**src/rtl/tube_scroll_ctrl.sv**
```systemverilog
`default_nettype none
// ============================================================================
//  Module   : tube_scroll_ctrl
//  Purpose  : Scrolls four tube pairs left, recycles them with LFSR gaps and
//             counts tubes passing the bird column.
//  Revision : 1.0  initial release
// ============================================================================
module tube_scroll_ctrl #(
    parameter int         SCREEN_W  = 640,
    parameter int         SCREEN_H  = 480,
    parameter int         TUBE_W    = 52,
    parameter int         GAP_H     = 120,
    parameter int         GAP_MIN   = 40,
    parameter int         SPACING   = 160,
    parameter int         SPEED     = 2,
    parameter int         BIRD_X    = 160,
    parameter logic [7:0] LFSR_SEED = 8'hA5
) (
    input  logic       clk,
    input  logic       rst,
    input  logic       start,
    input  logic       collide,
    output logic [1:0] state,
    output logic [9:0] tube_h_0,
    output logic [9:0] tube_h_1,
    output logic [9:0] tube_h_2,
    output logic [9:0] tube_h_3,
    output logic [9:0] tube_v_0,
    output logic [9:0] tube_v_1,
    output logic [9:0] tube_v_2,
    output logic [9:0] tube_v_3,
    output logic [9:0] tube_height_0,
    output logic [9:0] tube_height_1,
    output logic [9:0] tube_height_2,
    output logic [9:0] tube_height_3,
    output logic [9:0] tube_width_0,
    output logic [9:0] tube_width_1,
    output logic [9:0] tube_width_2,
    output logic [9:0] tube_width_3,
    output logic [9:0] tube_h_0_U,
    output logic [9:0] tube_h_1_U,
    output logic [9:0] tube_h_2_U,
    output logic [9:0] tube_h_3_U,
    output logic [9:0] tube_v_0_U,
    output logic [9:0] tube_v_1_U,
    output logic [9:0] tube_v_2_U,
    output logic [9:0] tube_v_3_U,
    output logic [9:0] tube_height_0_U,
    output logic [9:0] tube_height_1_U,
    output logic [9:0] tube_height_2_U,
    output logic [9:0] tube_height_3_U,
    output logic [9:0] tube_width_0_U,
    output logic [9:0] tube_width_1_U,
    output logic [9:0] tube_width_2_U,
    output logic [9:0] tube_width_3_U,
    output logic       pass_pulse,
    output logic [9:0] score
);

    localparam logic [10:0] c_screen_w  = 11'(SCREEN_W);
    localparam logic [10:0] c_tube_w    = 11'(TUBE_W);
    localparam logic [10:0] c_speed     = 11'(SPEED);
    localparam logic [10:0] c_bird_x    = 11'(BIRD_X);
    localparam logic [10:0] c_wrap_add  = 11'(4 * SPACING - SPEED);
    localparam logic [9:0]  c_screen_h  = 10'(SCREEN_H);
    localparam logic [9:0]  c_gap_h     = 10'(GAP_H);
    localparam logic [9:0]  c_gap_min   = 10'(GAP_MIN);
    localparam logic [9:0]  c_gap_rst   = 10'd180;
    localparam logic [9:0]  c_score_max = 10'd999;

    typedef enum logic [1:0] {
        ST_IDLE = 2'b00,
        ST_RUN  = 2'b01,
        ST_STOP = 2'b10
    } state_t;

    state_t           r_state;
    logic [3:0][10:0] r_p;
    logic [3:0][9:0]  r_gap;
    logic [7:0]       r_lfsr;
    logic             r_pass;
    logic [9:0]       r_score;

    logic [3:0][10:0] w_p_next;
    logic [3:0]       w_wrap;
    logic [3:0]       w_cross;
    logic [3:0][9:0]  w_h;
    logic [3:0][9:0]  w_w;
    logic [3:0][9:0]  w_v_lo;
    logic [3:0][9:0]  w_ht_lo;
    logic             w_fb;

    assign w_fb = r_lfsr[7] ^ r_lfsr[5] ^ r_lfsr[4] ^ r_lfsr[3];

    generate
        for (genvar i = 0; i < 4; i++) begin : g_tube
            logic [10:0] w_left;
            logic [10:0] w_room;

            // p is left edge + TUBE_W, so a tube partly off the left edge keeps p as its width
            assign w_wrap[i]   = (r_p[i] <= c_speed);
            assign w_p_next[i] = w_wrap[i] ? (r_p[i] + c_wrap_add) : (r_p[i] - c_speed);
            assign w_cross[i]  = (r_p[i] > c_bird_x) && (w_p_next[i] <= c_bird_x);
            assign w_left      = r_p[i] - c_tube_w;
            assign w_room      = c_screen_w - w_left;

            always_comb begin
                w_h[i] = 10'd0;
                w_w[i] = 10'd0;
                if (r_p[i] < c_tube_w) begin
                    w_h[i] = 10'd0;
                    w_w[i] = 10'(r_p[i]);
                end else if (w_left >= c_screen_w) begin
                    w_h[i] = 10'(c_screen_w);
                    w_w[i] = 10'd0;
                end else begin
                    w_h[i] = 10'(w_left);
                    w_w[i] = (w_room < c_tube_w) ? 10'(w_room) : 10'(c_tube_w);
                end
            end

            assign w_v_lo[i]  = r_gap[i] + c_gap_h;
            assign w_ht_lo[i] = c_screen_h - w_v_lo[i];
        end
    endgenerate

    always_ff @(posedge clk or negedge rst) begin
        if (!rst) begin
            r_state <= ST_IDLE;
            r_lfsr  <= LFSR_SEED;
            r_pass  <= 1'b0;
            r_score <= 10'd0;
            for (int i = 0; i < 4; i++) begin
                r_p[i]   <= 11'(SCREEN_W + TUBE_W + i * SPACING);
                r_gap[i] <= c_gap_rst;
            end
        end else begin
            // free-running so the moment of start decides the gap sequence
            r_lfsr <= {r_lfsr[6:0], w_fb};
            r_pass <= 1'b0;
            case (r_state)
                ST_IDLE, ST_STOP: begin
                    if (start) begin
                        r_state <= ST_RUN;
                        r_score <= 10'd0;
                        for (int i = 0; i < 4; i++) begin
                            r_p[i] <= 11'(SCREEN_W + TUBE_W + i * SPACING);
                        end
                    end
                end
                ST_RUN: begin
                    if (collide) begin
                        r_state <= ST_STOP;
                    end
                    for (int i = 0; i < 4; i++) begin
                        r_p[i] <= w_p_next[i];
                        if (w_wrap[i]) begin
                            r_gap[i] <= c_gap_min + 10'(r_lfsr);
                        end
                    end
                    if (|w_cross) begin
                        r_pass <= 1'b1;
                        if (r_score != c_score_max) begin
                            r_score <= r_score + 10'd1;
                        end
                    end
                end
                default: r_state <= ST_IDLE;
            endcase
        end
    end

    assign state      = r_state;
    assign pass_pulse = r_pass;
    assign score      = r_score;

    assign tube_h_0 = w_h[0];
    assign tube_h_1 = w_h[1];
    assign tube_h_2 = w_h[2];
    assign tube_h_3 = w_h[3];
    assign tube_width_0 = w_w[0];
    assign tube_width_1 = w_w[1];
    assign tube_width_2 = w_w[2];
    assign tube_width_3 = w_w[3];
    assign tube_v_0 = w_v_lo[0];
    assign tube_v_1 = w_v_lo[1];
    assign tube_v_2 = w_v_lo[2];
    assign tube_v_3 = w_v_lo[3];
    assign tube_height_0 = w_ht_lo[0];
    assign tube_height_1 = w_ht_lo[1];
    assign tube_height_2 = w_ht_lo[2];
    assign tube_height_3 = w_ht_lo[3];

    assign tube_h_0_U = w_h[0];
    assign tube_h_1_U = w_h[1];
    assign tube_h_2_U = w_h[2];
    assign tube_h_3_U = w_h[3];
    assign tube_width_0_U = w_w[0];
    assign tube_width_1_U = w_w[1];
    assign tube_width_2_U = w_w[2];
    assign tube_width_3_U = w_w[3];
    assign tube_v_0_U = 10'd0;
    assign tube_v_1_U = 10'd0;
    assign tube_v_2_U = 10'd0;
    assign tube_v_3_U = 10'd0;
    assign tube_height_0_U = r_gap[0];
    assign tube_height_1_U = r_gap[1];
    assign tube_height_2_U = r_gap[2];
    assign tube_height_3_U = r_gap[3];

endmodule
`default_nettype wire

```
**config.mk**
```make
export PLATFORM = sky130hd
export DESIGN_NAME = tube_scroll_ctrl
export DESIGN_NICKNAME = d
export VERILOG_FILES = /design/src/rtl/tube_scroll_ctrl.sv
export SDC_FILE = /design/constraint.sdc
export NUM_CORES = 1
export LEC_CHECK = 0
export BUFFER_PORTS_ARGS = -buffer_cell sky130_fd_sc_hd__buf_2
export CAP_MARGIN = 25
export CORE_MARGIN = 5
export CORE_UTILIZATION = 56
export DETAILED_ROUTE_END_ITERATION = 12
export GPL_ROUTABILITY_DRIVEN = 0
export PLACE_DENSITY = 0.88
export SLEW_MARGIN = 20
export SYNTH_ARGS = -nofsm -noshare
export SYNTH_HDL_FRONTEND = slang
export SYNTH_SLANG_ARGS = --single-unit
```
**constraint.sdc**
```tcl
create_clock -name clk -period 9 [get_ports clk]
set_input_delay 0.45 -clock clk [delete_from_list [all_inputs] [get_ports clk]]
set_output_delay 0.45 -clock clk [all_outputs]
set_load 0.02 [all_outputs]
```
==> After elaboration in Yosys (flattened, before gate mapping) <==
Index checks and enable logic that the tools add are counted.
{ "totals": {"word_cells": 122, "output_inout_bits": 333, "ff_bits": 105} }
{ "op_classes": {"n_addsub": 26, "muxes": 35, "bitwise": 3, "n_reduce_logical": 15, "n_lt_le_gt_ge": 24, "n_eq_ne": 7} }
{ "ops": {"columns": ["operator", "n"], "rows": [
  ["10-bit two-way mux", 23],
  ["11-bit by 6-bit < comparator with 1-bit output, second input constant", 8],
  ["44-bit case mux with 2 select lines", 1],
  ["11-bit by 10-bit adder with 11-bit output, second input constant", 4],
  ["11-bit by 10-bit greater-or-equal comparator with 1-bit output, second input constant", 4],
  ["11-bit by 8-bit > comparator with 1-bit output, second input constant", 4],
  ["11-bit by 2-bit less-or-equal comparator with 1-bit output, second input constant", 4],
  ["11-bit by 8-bit less-or-equal comparator with 1-bit output, second input constant", 4],
  ["11-bit two-way mux", 4],
  ["44-bit two-way mux", 1],
  ["10-bit by 11-bit subtractor with 11-bit output, first input constant", 4],
  ["11-bit by 2-bit subtractor with 11-bit output, second input constant", 4],
  ["11-bit by 6-bit subtractor with 11-bit output, second input constant", 4],
  ["10-bit by 7-bit adder with 10-bit output, second input constant", 4],
  ["9-bit by 10-bit subtractor with 10-bit output, first input constant", 4],
  ["10-bit case mux with 2 select lines", 1],
  ["2-bit AND reduction", 6],
  ["10-bit by 1-bit adder with 10-bit output, second input constant", 1],
  ["10-bit != test, second input constant", 1],
  ["6-bit by 8-bit adder with 9-bit output, first input constant", 1],
  ["2-bit != test, second input constant", 4],
  ["1-bit logical AND", 4],
  ["2-bit two-way mux", 2],
  ["2-bit case mux with 2 select lines", 1],
  ["9 further kinds", 12]
]} }

==> Logic depth before layout (Yosys ltp) <==
{ "depth": {"word_depth": 7, "ltp_mapped": 13, "mapped_depth_nobuf": 10} }

==> Worst setup path after synthesis <==
No wires, ideal clock.
{ "synth_path": {"path_type": "register to output", "startpoint": "register r_p[14] (netlist name)", "endpoint": "output port tube_width_1_U[4]", "slack_ns": 4.713, "path_stages_with_launch": 13, "arrival_time_ns": 3.837, "cell_sequence": "dfrtp_1 clkbuf_1 inv_1 ha_1 buf_2 or4b_2 a211oi_1 o211ai_1 nor2_1 o31ai_1 clkbuf_1 o311ai_0 buf_4"} }
{ "synth_between": {"elab_chain_len": 6, "elab_cells_between_ends": 8, "classes_between": "add/sub: 2; order compare: 3; mux: 3"} }
{ "synth_lines": {"columns": ["element", "line_no", "text"], "rows": [
  ["start, declared", "78", "logic [3:0][10:0] r_p;"],
  ["start signal, assigned by index", "134", "r_p[i] <= 11'(SCREEN_W + TUBE_W + i * SPACING);"],
  ["start signal, assigned by index", "147", "r_p[i] <= 11'(SCREEN_W + TUBE_W + i * SPACING);"],
  ["start signal, assigned by index", "156", "r_p[i] <= w_p_next[i];"],
  ["11-bit by 6-bit subtractor with 11-bit output", "104", "assign w_left = r_p[i] - c_tube_w;"],
  ["10-bit by 11-bit subtractor with 11-bit output", "105", "assign w_room = c_screen_w - w_left;"],
  ["11-bit by 6-bit < comparator with 1-bit output", "118", "w_w[i] = (w_room < c_tube_w) ? 10'(w_room) : 10'(c_tube_w);"],
  ["10-bit two-way mux", "118", null],
  ["10-bit two-way mux", "113", "end else if (w_left >= c_screen_w) begin"],
  ["10-bit two-way mux *", "110", "if (r_p[i] < c_tube_w) begin"],
  ["end, declared", "53", "output logic [9:0] tube_width_1_U,"]
]} }
Every way passes the cells marked *; elsewhere a longest branch is shown, timed or not.

==> Worst setup path in the final report <==
{ "layout_path": {"startpoint": "register r_p[13] (netlist name)", "endpoint": "output port tube_width_1_U[4]"} }
Same word-level chain as after synthesis.

==> metrics <==
Netlist cell types=83; clock sink total=97; Vias=8839; FF-to-FF setup slack=5120 ps; Final Net Count=1415; Slew headroom=33.00%; total CTS buffers=9; proportion of power drawn by combinational gates=61.1%; Port Buf Inserts=244; post-DR vias/cell=5.545; clk slew on worst S/H paths=70 ps; pre-CTS WS=5086 ps; Rows=48; Clock Power Share=14.2%; die area=20280 um2; type of origin of the critical path=flip-flop; H-tree depth=3; overflow left after global routing=0; antenna violations before repair=0; Routed Antenna Nets=0; Initial Util=56.96%; core outline area=17240 um2; pwr dens=254.0 nW/um2; Root Driver=clkbuf_16; CP Capture Type=output pin; R2R Path Start=r_p[14]; ANT cells=0; net switching power of the design=0.001387 W; max_cap viols=0; Crit Path Class=reg -> out; CTS tree=built; Yosys warning count=0; RSZ-0062 raised after global routing=no; setup violators final=0; Least-Margin Pin Slew=1001 ps; Yosys reg bits=97; Final Skew=7.363 ps; Worst-Skew Late Latency=350 ps; I/O pins=337; Clock Tree Buf Depth=2; largest net degree at the start of global routing=63; Worst Path Required=8550 ps; Area growth syn-to-layout=7.302%; Syn Area/Cell=7.911 um2; peak supply drop=339.9 uV; sequential power share=24.7%; Register-to-Register Path Depth=10; die height=142.4 um; fin crit share=47.68%; async set or reset register ratio after synthesis=100.0%; detailed placement HPWL=19020 um; cts hold-fix bufs=0; Max Slew Vio Count=0; vias in the first global route=7837; mean routed wirelength per cell=15.46 um; # fillers=1519; Total Power=0.002676 W; switching share of power=51.81%; Final Hold Viols=0; Total Routed Length=24640 um; DRT Pass-1 Iters=5; post-CTS setup buffers=0; Post-Synthesis Cells=1241; post-route minimum period=4291 ps; Primary FF master, synth=dfrtp_1; CP arrival=3840 ps; Remaining DRCs=0; worst hold path class=in -> async; total track usage=22.99%; status=completed; r2r endpoint=score[3]; Crit Path Max Fanout=11; share of layout cells above drive strength 1=26.73%; Final Util=61.12%; final worst slack=4709 ps; first-pass GRT wire length=39190 um; register area share after synthesis=25.25%; 1st-iter DRT viols=649; Achievable Freq=0.2330 GHz; DIE WIDTH=142.4 um; EDFF count, synth=0; setup TNS=0 ps; Post-Syn Area=9818 um2; Pleak=5.029 nW; Pint=0.001290 W; PostCTS Resize Cnt=0
[layout by cell type (no fill, tap or decap), types with 9 or more instances in the layout]
cell and instances:
a21oi_1 52, a31oi_1 14, and3_1 11, buf_2 244, clkbuf_16 9, conb_1 92
dfrtp_1 56, dfstp_2 41, ha_1 47, inv_1 53, mux2_2 19, nand2_1 109
nand2b_1 16, nand3_1 16, nand3b_1 10, nand4_1 11, nor2_1 114, nor2b_1 13
nor3_1 38, nor3b_1 10, o211ai_1 12, o21a_1 12, o21ai_0 91, o31ai_1 9
or2_2 12, xnor2_1 68, xor2_1 30
[stage by stage]
step | cells | hold slack, ps | instance area, um2
floorplan | 1332 | 154.4 | 10160
detailed placement | 1578 | 413.9 | 10230
global route | 1594 | 86.33 | 10540
global placement | 1576 | 408.7 | 10220
CTS | 1594 | 66.72 | 10530
finish | 1594 | 62.19 | 10540
[state kept, by name (all words and copies together), names as in the netlist]
register,count
pass_pulse,1
r_lfsr,8
r_p,40
score,10
state,2
tube_height_0_U,9
tube_height_1_U,9
tube_height_2_U,9
tube_height_3_U,9
[how the worst max path moves through the flow]
stage,start,end,slack (ps)
global route,r_p[13],tube_width_1[4],4310
detailed placement,r_p[13],tube_width_1_U[4],5090
floorplan,r_p[14],tube_width_1_U[4],4710
CTS,r_p[14],tube_width_1_U[4],4690
global placement,r_p[13],tube_width_1_U[4],5220
finish,r_p[13],tube_width_1_U[4],4710
[routing by layer]
metal,GRT usage [%],part of all wire (%),vias to the layer above
li1,-,-,4302
met1,28.51,41,4178
met2,41.61,52,329
met3,3.730,6.5,30
met4,5.803,1.4,0
met5,0,0,-
[power by group through the flow]
stage	clock network, W	logic [W]	registers (W)
after detailed placement	0	0.00162	0.000666
after global placement	0	0.00158	0.000659
after global routing	0.000410	0.00180	0.000680
final	0.000380	0.00163	0.000662
after floorplan	0	0.00147	0.000566
after CTS	0.000388	0.00163	0.000659
[logic make-up after synthesis]
group,count (synthesis),share of synthesized area (%)
simple gates,408,21.04
compound gates,282,18.86
buf+inv,282,17.19
xor+xnor,98,8.742
flops,97,25.25
fa+ha+maj,47,5.990
mux,26,2.893
other cells,1,0.03819
[final cells by class]
cell class | instances | area [um2] | area share, %
clock inverters | 7 | 70.07 | 0.6651
multi-input cells | 953 | 6011 | 57.05
well taps | 225 | 281.5 | 2.672
flip-flops and latches | 97 | 2479 | 23.53
inverters | 53 | 198.9 | 1.888
repair buffers | 250 | 1270 | 12.05
clock buffers | 9 | 225.2 | 2.138
[cell usage after synthesis, drive strengths merged (11+ instances only)]
cell,number,area [um2]
o211ai,12,90.09
and3,11,68.82
nand4,11,68.82
o31ai,11,87.58
dfstp,41,1077
xnor2,68,595.6
nand3,16,80.08
dfrtp,56,1401
nor2,115,431.7
o21a,12,90.09
nand2b,17,106.4
nor2b,14,87.58
mux2,19,214.0
nand2,109,409.1
o21ai,91,455.4
nor4,12,108.9
xor2,30,262.8
ha,47,588.1
nor3,40,205.2
or2,12,75.07
clkbuf,57,214.0
buf,172,1275
inv,53,198.9
a31oi,14,87.58
a21oi,52,260.3
[critical path, cell delays in order, from the launching register on]
cell and delay, ps:
dfstp_2 630, inv_1 150, ha_1 340, or4b_2 670, a211oi_1 310, o211ai_1 210, nor4_1 300, o31ai_1 100
a31oi_1 260, nand2b_1 170, o311ai_0 150, buf_2 220
Note: power is estimated with default switching activity, not from simulation.
